[src/rtl/pic_pkg.sv]
// Shared definitions for the polled interrupt controller and its bus master:
// master state encoding, OCW3 poll command and byte-lane selects.
package pic_pkg;

  typedef enum logic [2:0] {
    ST_IDLE,
    ST_CMD,
    ST_GAP,
    ST_POLL,
    ST_DELIVER,
    ST_HOLD,
    ST_MASK
  } state_t;

  localparam logic [7:0] OCW3_POLL = 8'h0C;
  localparam logic [3:0] SEL_CMD   = 4'b0001;
  localparam logic [3:0] SEL_IMR   = 4'b0010;

  // Mask register lives on byte lane 1 of the controller word.
  function automatic logic [31:0] imr_word(input logic [7:0] mask);
    return {16'h0000, mask, 8'h00};
  endfunction

endpackage

[src/rtl/pic_poll_master_if.sv]
// Wishbone bus between the poll master and the interrupt controller.
interface pic_poll_master_if;
  logic        cyc_o;
  logic        stb_o;
  logic        we_o;
  logic [3:0]  sel_o;
  logic [31:0] adr_o;
  logic [31:0] dat_o;
  logic [31:0] dat_i;
  logic        ack_i;

  modport master (
    output cyc_o, stb_o, we_o, sel_o, adr_o, dat_o,
    input  dat_i, ack_i
  );

  modport slave (
    input  cyc_o, stb_o, we_o, sel_o, adr_o, dat_o,
    output dat_i, ack_i
  );
endinterface

[src/rtl/pic_poll_master.sv]
// Wishbone initiator that polls the interrupt controller, hands the vector to
// the CPU via req/ack, and performs CPU-requested interrupt-mask writes.
module pic_poll_master
  import pic_pkg::*;
#(
  parameter logic [31:0] BASE_ADR = 32'h0000_0000,
  parameter int          TIMEOUT  = 16,
  parameter int          HOLDOFF  = 4
) (
  input  logic               clk_i,
  input  logic               rst_n_i,
  pic_poll_master_if.master  wb,
  input  logic               int_i,
  output logic               irq_req_o,
  output logic [2:0]         irq_vec_o,
  input  logic               irq_ack_i,
  input  logic               mask_req_i,
  input  logic [7:0]         mask_i,
  output logic               mask_done_o,
  output logic               err_o
);

  localparam int CNT_MAX = (TIMEOUT > HOLDOFF) ? TIMEOUT : HOLDOFF;
  localparam int CW      = $clog2(CNT_MAX + 1);
  localparam logic [CW-1:0] TO_LAST = CW'(TIMEOUT - 1);
  localparam logic [CW-1:0] HO_LAST = CW'(HOLDOFF - 1);

  state_t        state;
  logic [CW-1:0] cnt;        // strobe timeout in bus states, holdoff in HOLD
  logic          poll_next;  // GAP leads to POLL rather than IDLE
  logic          stb;
  logic          we;
  logic [3:0]    sel;
  logic [31:0]   dat;
  logic          ack;
  logic          unused_dat;

  assign wb.cyc_o = stb;
  assign wb.stb_o = stb;
  assign wb.we_o  = we;
  assign wb.sel_o = sel;
  assign wb.dat_o = dat;
  assign wb.adr_o = BASE_ADR;

  // A registered slave ack can linger into a strobe-low cycle; never take it there.
  assign ack        = wb.ack_i & stb;
  assign unused_dat = ^wb.dat_i[31:3];

  always_ff @(posedge clk_i or negedge rst_n_i) begin
    if (!rst_n_i) begin
      state       <= ST_IDLE;
      cnt         <= '0;
      poll_next   <= 1'b0;
      stb         <= 1'b0;
      we          <= 1'b0;
      sel         <= '0;
      dat         <= '0;
      irq_req_o   <= 1'b0;
      irq_vec_o   <= '0;
      mask_done_o <= 1'b0;
      err_o       <= 1'b0;
    end else begin
      mask_done_o <= 1'b0;
      err_o       <= 1'b0;
      case (state)
        ST_IDLE: begin
          cnt <= '0;
          if (mask_req_i) begin
            state <= ST_MASK;
            stb   <= 1'b1;
            we    <= 1'b1;
            sel   <= SEL_IMR;
            dat   <= imr_word(mask_i);
          end else if (int_i) begin
            state <= ST_CMD;
            stb   <= 1'b1;
            we    <= 1'b1;
            sel   <= SEL_CMD;
            dat   <= {24'h0, OCW3_POLL};
          end
        end

        ST_CMD, ST_POLL, ST_MASK: begin
          if (ack) begin
            stb <= 1'b0;
            we  <= 1'b0;
            sel <= '0;
            dat <= '0;
            cnt <= '0;
            case (state)
              ST_CMD: begin
                poll_next <= 1'b1;
                state     <= ST_GAP;
              end
              ST_POLL: begin
                irq_vec_o <= wb.dat_i[2:0];
                irq_req_o <= 1'b1;
                state     <= ST_DELIVER;
              end
              default: begin
                mask_done_o <= 1'b1;
                state       <= ST_GAP;
              end
            endcase
          end else if (cnt == TO_LAST) begin
            // Abandon the whole sequence; a held mask request retries from IDLE.
            stb   <= 1'b0;
            we    <= 1'b0;
            sel   <= '0;
            dat   <= '0;
            cnt   <= '0;
            err_o <= 1'b1;
            state <= ST_GAP;
          end else begin
            cnt <= cnt + CW'(1);
          end
        end

        ST_GAP: begin
          poll_next <= 1'b0;
          if (poll_next) begin
            state <= ST_POLL;
            stb   <= 1'b1;
            we    <= 1'b0;
            sel   <= SEL_CMD;
            dat   <= '0;
          end else begin
            state <= ST_IDLE;
          end
        end

        ST_DELIVER: begin
          if (irq_ack_i) begin
            irq_req_o <= 1'b0;
            cnt       <= '0;
            state     <= ST_HOLD;
          end
        end

        ST_HOLD: begin
          if (cnt == HO_LAST) begin
            cnt   <= '0;
            state <= ST_IDLE;
          end else begin
            cnt <= cnt + CW'(1);
          end
        end

        default: state <= ST_IDLE;
      endcase
    end
  end

endmodule

[src/flat_wrapper.sv]
// flat-port wrapper written by rule: the top's interface ports become plain ports
module pic_poll_master_flat import pic_pkg::*;
#(
  parameter logic [31:0] BASE_ADR = 32'h0000_0000,
  parameter int          TIMEOUT  = 16,
  parameter int          HOLDOFF  = 4
)
  (clk_i, rst_n_i, int_i, irq_req_o, irq_vec_o, irq_ack_i, mask_req_i, mask_i, mask_done_o, err_o, wb_cyc_o, wb_stb_o, wb_we_o, wb_sel_o, wb_adr_o, wb_dat_o, wb_dat_i, wb_ack_i);
  pic_poll_master_if wb_i ();
  input  logic clk_i;
  input  logic rst_n_i;
  input  logic int_i;
  output logic irq_req_o;
  output logic [2:0] irq_vec_o;
  input  logic irq_ack_i;
  input  logic mask_req_i;
  input  logic [7:0] mask_i;
  output logic mask_done_o;
  output logic err_o;
  output wire logic [$bits(wb_i.cyc_o)-1:0] wb_cyc_o;
  output wire logic [$bits(wb_i.stb_o)-1:0] wb_stb_o;
  output wire logic [$bits(wb_i.we_o)-1:0] wb_we_o;
  output wire logic [$bits(wb_i.sel_o)-1:0] wb_sel_o;
  output wire logic [$bits(wb_i.adr_o)-1:0] wb_adr_o;
  output wire logic [$bits(wb_i.dat_o)-1:0] wb_dat_o;
  input wire logic [$bits(wb_i.dat_i)-1:0] wb_dat_i;
  input wire logic [$bits(wb_i.ack_i)-1:0] wb_ack_i;
  assign wb_cyc_o = wb_i.cyc_o;
  assign wb_stb_o = wb_i.stb_o;
  assign wb_we_o = wb_i.we_o;
  assign wb_sel_o = wb_i.sel_o;
  assign wb_adr_o = wb_i.adr_o;
  assign wb_dat_o = wb_i.dat_o;
  assign wb_i.dat_i = wb_dat_i;
  assign wb_i.ack_i = wb_ack_i;
  pic_poll_master #(.BASE_ADR(BASE_ADR), .TIMEOUT(TIMEOUT), .HOLDOFF(HOLDOFF)) u_core (.clk_i(clk_i), .rst_n_i(rst_n_i), .wb(wb_i), .int_i(int_i), .irq_req_o(irq_req_o), .irq_vec_o(irq_vec_o), .irq_ack_i(irq_ack_i), .mask_req_i(mask_req_i), .mask_i(mask_i), .mask_done_o(mask_done_o), .err_o(err_o));
endmodule
[config.mk]
export PLATFORM = sky130hd
export DESIGN_NAME = pic_poll_master_flat
export DESIGN_NICKNAME = d
export VERILOG_FILES = /design/src/rtl/pic_pkg.sv /design/src/rtl/pic_poll_master_if.sv /design/src/rtl/pic_poll_master.sv /design/src/flat_wrapper.sv
export SDC_FILE = /design/constraint.sdc
export NUM_CORES = 1
export LEC_CHECK = 0
export CORE_MARGIN = 4
export CORE_UTILIZATION = 38
export CTS_CLUSTER_DIAMETER = 150
export DETAILED_ROUTE_END_ITERATION = 10
export GPL_TIMING_DRIVEN = 0
export MAX_ROUTING_LAYER = met4
export PLACE_DENSITY = 0.82
export SETUP_SLACK_MARGIN = 0.5
export SYNTH_ARGS = -nofsm -noshare
export SYNTH_HDL_FRONTEND = slang
export SYNTH_SLANG_ARGS = --single-unit
export TNS_END_PERCENT = 50
[constraint.sdc]
create_clock -name clk_i -period 5.19 [get_ports clk_i]
set_input_delay 1.038 -clock clk_i [delete_from_list [all_inputs] [get_ports clk_i]]
set_output_delay 1.038 -clock clk_i [all_outputs]
set_load 0.005 [all_outputs]
==> flow_summary.ini, run 1 <==
[detailed_routing]
drtAntennaViolNets = 0
viasPerCell = 4.24
drtIter0Drc = 97
wl_mm = 3.71
wl_per_cell_um = 11.0
first_pass_iters = 4
drc = 0
num_vias = 1428

[power]
vdd_drop_max_mv = 0.165
p_leak_nw = 1.31
power_frac_clock_pct = 14.6
p_per_area_nw_per_um2 = 473
swShare_pct = 35.5
switchingPower_mw = 0.421
sequentialPowerShare_pct = 31.1
p_int_mw = 0.766
comb_power_share_pct = 54.3

[synth]
netlist_instances = 189
synth_edf_count = 0
ys_ff_latch = 28
synth_cell_type_count = 35
synth-main-ff-cell = dfrtp_1
yosysWarnings = 0
avgSynthCellArea_um2 = 9.53
syn_area_um2 = 1800
async_reset_ff_share_pct = 100
yosysSeqAreaShare_pct = 38.9

[clock_network]
cts_buffers = 3
clkLatencyLatePin_ns = 0.28
path_clk_slew_ns = 0.10
cts_resized = 0
cts_setup_buffers = 0
htree_num_levels = 1
cts_hold_buf = 0
cts.path.max_buffers = 2
cts_root_buffer = clkbuf_8
cts.sinks = 28
cts_tree = yes

[cells_and_area]
final_cell_area_um2 = 2510
antenna_cells = 0
fin_nets = 335
drive_gt1_share_pct = 26.3
stdcell_count = 337
area_growth_pct = 39.3

[global_route]
grt_pass1_vias = 1382
grt-ovfl-total = 0
grt_pass1_wl_mm = 6.06
antenna_found_initial = 0
grt_max_degree = 29
grt_usage_pct = 12.6

[floorplan]
die_area_um2 = 5910
fp-row-count = 24
die_h_um = 76.9
initial_core_util_pct = 40.3
io_pins = 123
coreArea_um2 = 4470
die-width_um = 76.9

[setup_path]
cp-start-kind = input port
cp_data_required_time_ns = 5.36
critical_path_class = in2reg
end_kind = register
cp.arrival_ns = 2.59
crit_fanout = 7

[place]
hpwl_mm = 2.97
place_area_um2 = 2440
gp_congestion = 0.887
pre_cts_ws_ns = 2.47
port_buffers = 37
dp_cells = 333

[timing]
timing.final.hold_violations = 0
clock.fmax_ghz = 0.412
slew_headroom_pct = 42.4
worst_slack_ns = 2.76
drv_slew = 0
min_period_ns = 2.43
post-route-period-util_pct = 46.8
setup_viol = 0
final.setup_skew_ns = 0.00579
rsz0062_at_grt = false
worst_pin_slew_ns = 0.861
finalSetupTns_ns = 0

[min_path]
hp-class = reg2reg

[run]
maxCapViolCount = 0

[run_status]
status = complete, no violations
stage by stage:
stage	total power [mW]	hold slack [ns]	utilization, %
3_5_place_dp	1.02	0.469	54.6
2_1_floorplan	0.774	0.473	-
5_1_grt	1.28	0.518	56.1
4_1_cts	1.19	0.499	56.2
3_3_place_gp	0.999	0.460	54.6
6_report	1.19	0.494	56.1
sequential cells by signal (all words and copies together), names as in the netlist:
name,count
u_core.wb.dat_o,9
u_core.irq_req_o,1
u_core.irq_vec_o,3
u_core.err_o,1
u_core.mask_done_o,1
u_core.wb.cyc_o,1
u_core.wb.sel_o,2
u_core.poll_next,1
u_core.wb.we_o,1
u_core.cnt,5
u_core.state,3
synth_stat cells, types with 2 or more instances:
cell type	n	area, um2
a21oi_1	5	25.0
dfrtp_1	28	701
mux2_2	6	67.6
a22o_1	9	78.8
nand2_1	15	56.3
nor3_1	2	10.0
nand2b_1	2	12.5
inv_1	6	22.5
mux2i_1	2	20.0
nor2b_1	5	31.3
o21ai_0	11	55.1
ha_1	3	37.5
clkbuf_1	2	7.51
buf_4	59	443
nand3_1	2	10.0
nor2_1	13	48.8
cell usage in the layout, fill, tap and decap left out, drive strengths merged, types with 2 or more instances in the layout:
master         netlist  routed
nand3                2       2
nor2                13      13
nand2               15      15
nand2b               2       2
mux2i                2       2
o21ai               11      11
buf                 61      62
dfrtp               28      28
a22o                 9       9
a21oi                5       5
nor3                 2       2
mux2                 6       6
ha                   3       3
clkbuf               2       5
clkdlybuf4s50        0      36
inv                  6       6
conb                 1      56
nor2b                5       5
nor4b                3       3
layout make-up:
| class | count | area [um2] |
|---|---|---|
| Clock inverter | 1 | 30.0 |
| Timing Repair Buffer | 37 | 365 |
| Tap cell | 52 | 65.1 |
| Inverter | 6 | 22.5 |
| Multi-Input combinational cell | 147 | 818 |
| Fill cell | 426 | 1960 |
| Sequential cell | 28 | 701 |
| Buffer | 63 | 467 |
| Clock buffer | 3 | 41.3 |
critical path, cell delays in order:
cell	delay, ns
clkdlybuf4s50_1	0.40
nand2_1	0.18
nor4b_4	0.45
a31o_4	0.20
mux2_2	0.33
cells by family after synthesis:
group	after synthesis	share of synthesized area [%]
buf+inv	69	27.2
simple gates	46	13.6
compound gates	33	12.7
flops	28	38.9
mux	8	4.86
fa+ha+maj	3	2.08
other cells	1	0.208
xor+xnor	1	0.486
power groups by stage:
stage	logic, mW	clock network (mW)	registers (mW)
floorplan	0.404	0	0.370
global placement	0.630	0	0.369
detailed placement	0.644	0	0.374
CTS	0.648	0.176	0.370
global route	0.710	0.185	0.383
finish	0.644	0.173	0.369
layer usage:
layer / wire, um / vias up / track usage (%)
li1: - / 711 / -
met1: 1460 / 651 / 13.6
met2: 1920 / 59 / 22.8
met3: 259 / 7 / 2.11
met4: 65 / 0 / 5.43
met5: 0 / - / -
worst paths after layout:
path	start	end	slack, ns	depth (start not counted)
worst min register to register	u_core.wb.sel_o[1]$_DFFE_PN0P_	u_core.wb.sel_o[1]$_DFFE_PN0P_	0.49	1
worst max register to register	u_core.cnt[0]$_DFFE_PN0P_	u_core.wb.cyc_o$_DFFE_PN0P_	3.04	7
worst min-delay path	u_core.wb.sel_o[1]$_DFFE_PN0P_	u_core.wb.sel_o[1]$_DFFE_PN0P_	0.49	1
min in group asynchronous	rst_n_i	u_core.irq_vec_o[1]$_DFFE_PN0P_	0.77	1
max in group asynchronous	rst_n_i	u_core.wb.dat_o[15]$_DFFE_PN0P_	4.02	1
worst max-delay path	wb_ack_i	u_core.wb.cyc_o$_DFFE_PN0P_	2.76	5
Power figures use the tool's default switching activity.
==> inputs of run 2 (changes only) <==
- CORE_UTILIZATION: 38 -> 36
- PLACE_DENSITY: 0.82 -> 0.79
- clock period: 5.19 -> 2.45 ns (I/O delays scaled with it)
==> run 2 against run 1 <==
Critical path depth grew 2. Final cell count rose by 4.7%. Die area is 5.0% higher. Routed wire length down 1.6%. Utilization down 2.9 points. Worst setup slack lost 2.2 ns. Count of clock-buffer cells in the layout stayed put. Sequential power increased by 110%. Combinational power grew 110%. Worst hold slack lost 0.27 ns. First-iteration DRC count up 24%. Largest cell class unchanged. Largest power group unchanged.
==> flow_summary.ini, run 2 (synthesis gave the netlist of run 1 again) <==
[setup_path]
cp.arrival_ns = 2.03
crit_fanout = 4
reg2regPathDepth = 7
end_kind = register
cp_data_required_time_ns = 2.61
critical_path_class = reg2reg
cp-start-kind = register

[floorplan]
initial_core_util_pct = 37.6
die_h_um = 78.7
io_pins = 123
coreArea_um2 = 4790
die_area_um2 = 6200
die-width_um = 78.7
fp-row-count = 25

[timing]
timing.final.hold_violations = 0
rsz0062_at_grt = true
min_period_ns = 1.86
finalSetupTns_ns = 0
post-route-period-util_pct = 76.0
final.setup_skew_ns = 0.00506
slew_headroom_pct = 42.9
clock.fmax_ghz = 0.537
setup_viol = 0
worst_slack_ns = 0.588
worst_pin_slew_ns = 0.854
drv_slew = 0

[place]
gp_congestion = 0.807
port_buffers = 37
pre_cts_ws_ns = 0.300
hpwl_mm = 2.85

[global_route]
grt_pass1_wl_mm = 5.79
grt_usage_pct = 11.7
grt_max_degree = 29
grt-ovfl-total = 0
grt_pass1_vias = 1313
antenna_found_initial = 0

[detailed_routing]
wl_met3_um = 282
wl_per_cell_um = 10.4
routed.top_layer = met4
drc = 0
wl_met2_mm = 1.89
num_vias = 1380
wl_mm = 3.65
viasPerCell = 3.91
first_pass_iters = 4
drtAntennaViolNets = 0
wl_met1_mm = 1.45
drtIter0Drc = 120

[power]
totalPowerFinal_mw = 2.53
p_leak_nw = 1.31
p_per_area_nw_per_um2 = 992
vdd_drop_max_mv = 0.523

[cells_and_area]
area_growth_pct = 41.3
antenna_cells = 0
fin_util_pct = 53.2
mostFrequentLayoutCells = 60 x buf_4, 56 x conb_1, 36 x clkdlybuf4s50_1
fin_nets = 336
largest_reg_flops = 9
drive_gt1_share_pct = 27.6
final_common_cell = buf_4

[clock_network]
cts_hold_buf = 0
cts_tree = yes
cts_buffers = 3
cts_root_buffer = clkbuf_8
cts.sinks = 28
path_clk_slew_ns = 0.10
htree_num_levels = 1
cts.path.max_buffers = 2
clkLatencyLatePin_ns = 0.27

[run_status]
status = complete, no violations

[run]
maxCapViolCount = 0

[min_path]
hp-class = in2async
## run 2: power by group
part | switching [mW] | internal [mW] | leakage, nW
Sequential | 0.129 | 0.655 | 0.358
Combinational | 0.619 | 0.762 | 0.920
Clock | 0.144 | 0.218 | 0.0357
Total | 0.892 | 1.63 | 1.31
## run 2: worst max-delay path, cell delays in order, from the launching register on
cell	delay [ns]
dfrtp_1	0.41
ha_2	0.21
nand3_2	0.08
inv_1	0.05
ha_2	0.18
nor4b_4	0.31
a31o_4	0.17
mux2_2	0.34
## run 2: final cells by class
type                    instances  area [um2]
fillers                       437        2240
multi-input cells             147         828
flip-flops and latches         28         701
plain buffers                  63         467
repair buffers                 38         373
well taps                      67        83.8
clock buffers                   3        41.3
clock inverters                 1        30.0
inverters                       6        22.5
## run 2: worst paths after layout
kind | to | slack (ns) | startpoint
max in group asynchronous | u_core.wb.dat_o[11]$_DFFE_PN0P_ | 1.82 | rst_n_i
setup reg to reg | u_core.wb.cyc_o$_DFFE_PN0P_ | 0.59 | u_core.cnt[1]$_DFFE_PN0P_
hold / removal | u_core.cnt[2]$_DFFE_PN0P_ | 0.22 | rst_n_i
setup / recovery | u_core.wb.cyc_o$_DFFE_PN0P_ | 0.59 | u_core.cnt[1]$_DFFE_PN0P_
hold reg to reg | u_core.wb.sel_o[1]$_DFFE_PN0P_ | 0.48 | u_core.wb.sel_o[1]$_DFFE_PN0P_
min in group clk_i | u_core.wb.sel_o[1]$_DFFE_PN0P_ | 0.48 | u_core.wb.sel_o[1]$_DFFE_PN0P_
## run 2: layer usage
metal / up-vias / track usage (%)
met5: - / -
met4: 0 / 3.15
li1: 713 / -
met2: 54 / 19.9
met3: 2 / 2.15
met1: 611 / 14.3
## run 2: repair_timing
action	CTS	global route
setup buffers	1	0
pin swaps	1	2
resized for setup	0	3
endpoints found under the setup margin	15	15
## run 2: per-stage QoR
step / hold slack (ns) / instance area [um2] / cells
global placement: 0.460 / 2460 / 348
detailed placement: 0.465 / 2460 / 348
finish: 0.222 / 2550 / 353
CTS: 0.489 / 2540 / 353
floorplan: 0.194 / 2010 / 244
global route: 0.278 / 2550 / 353
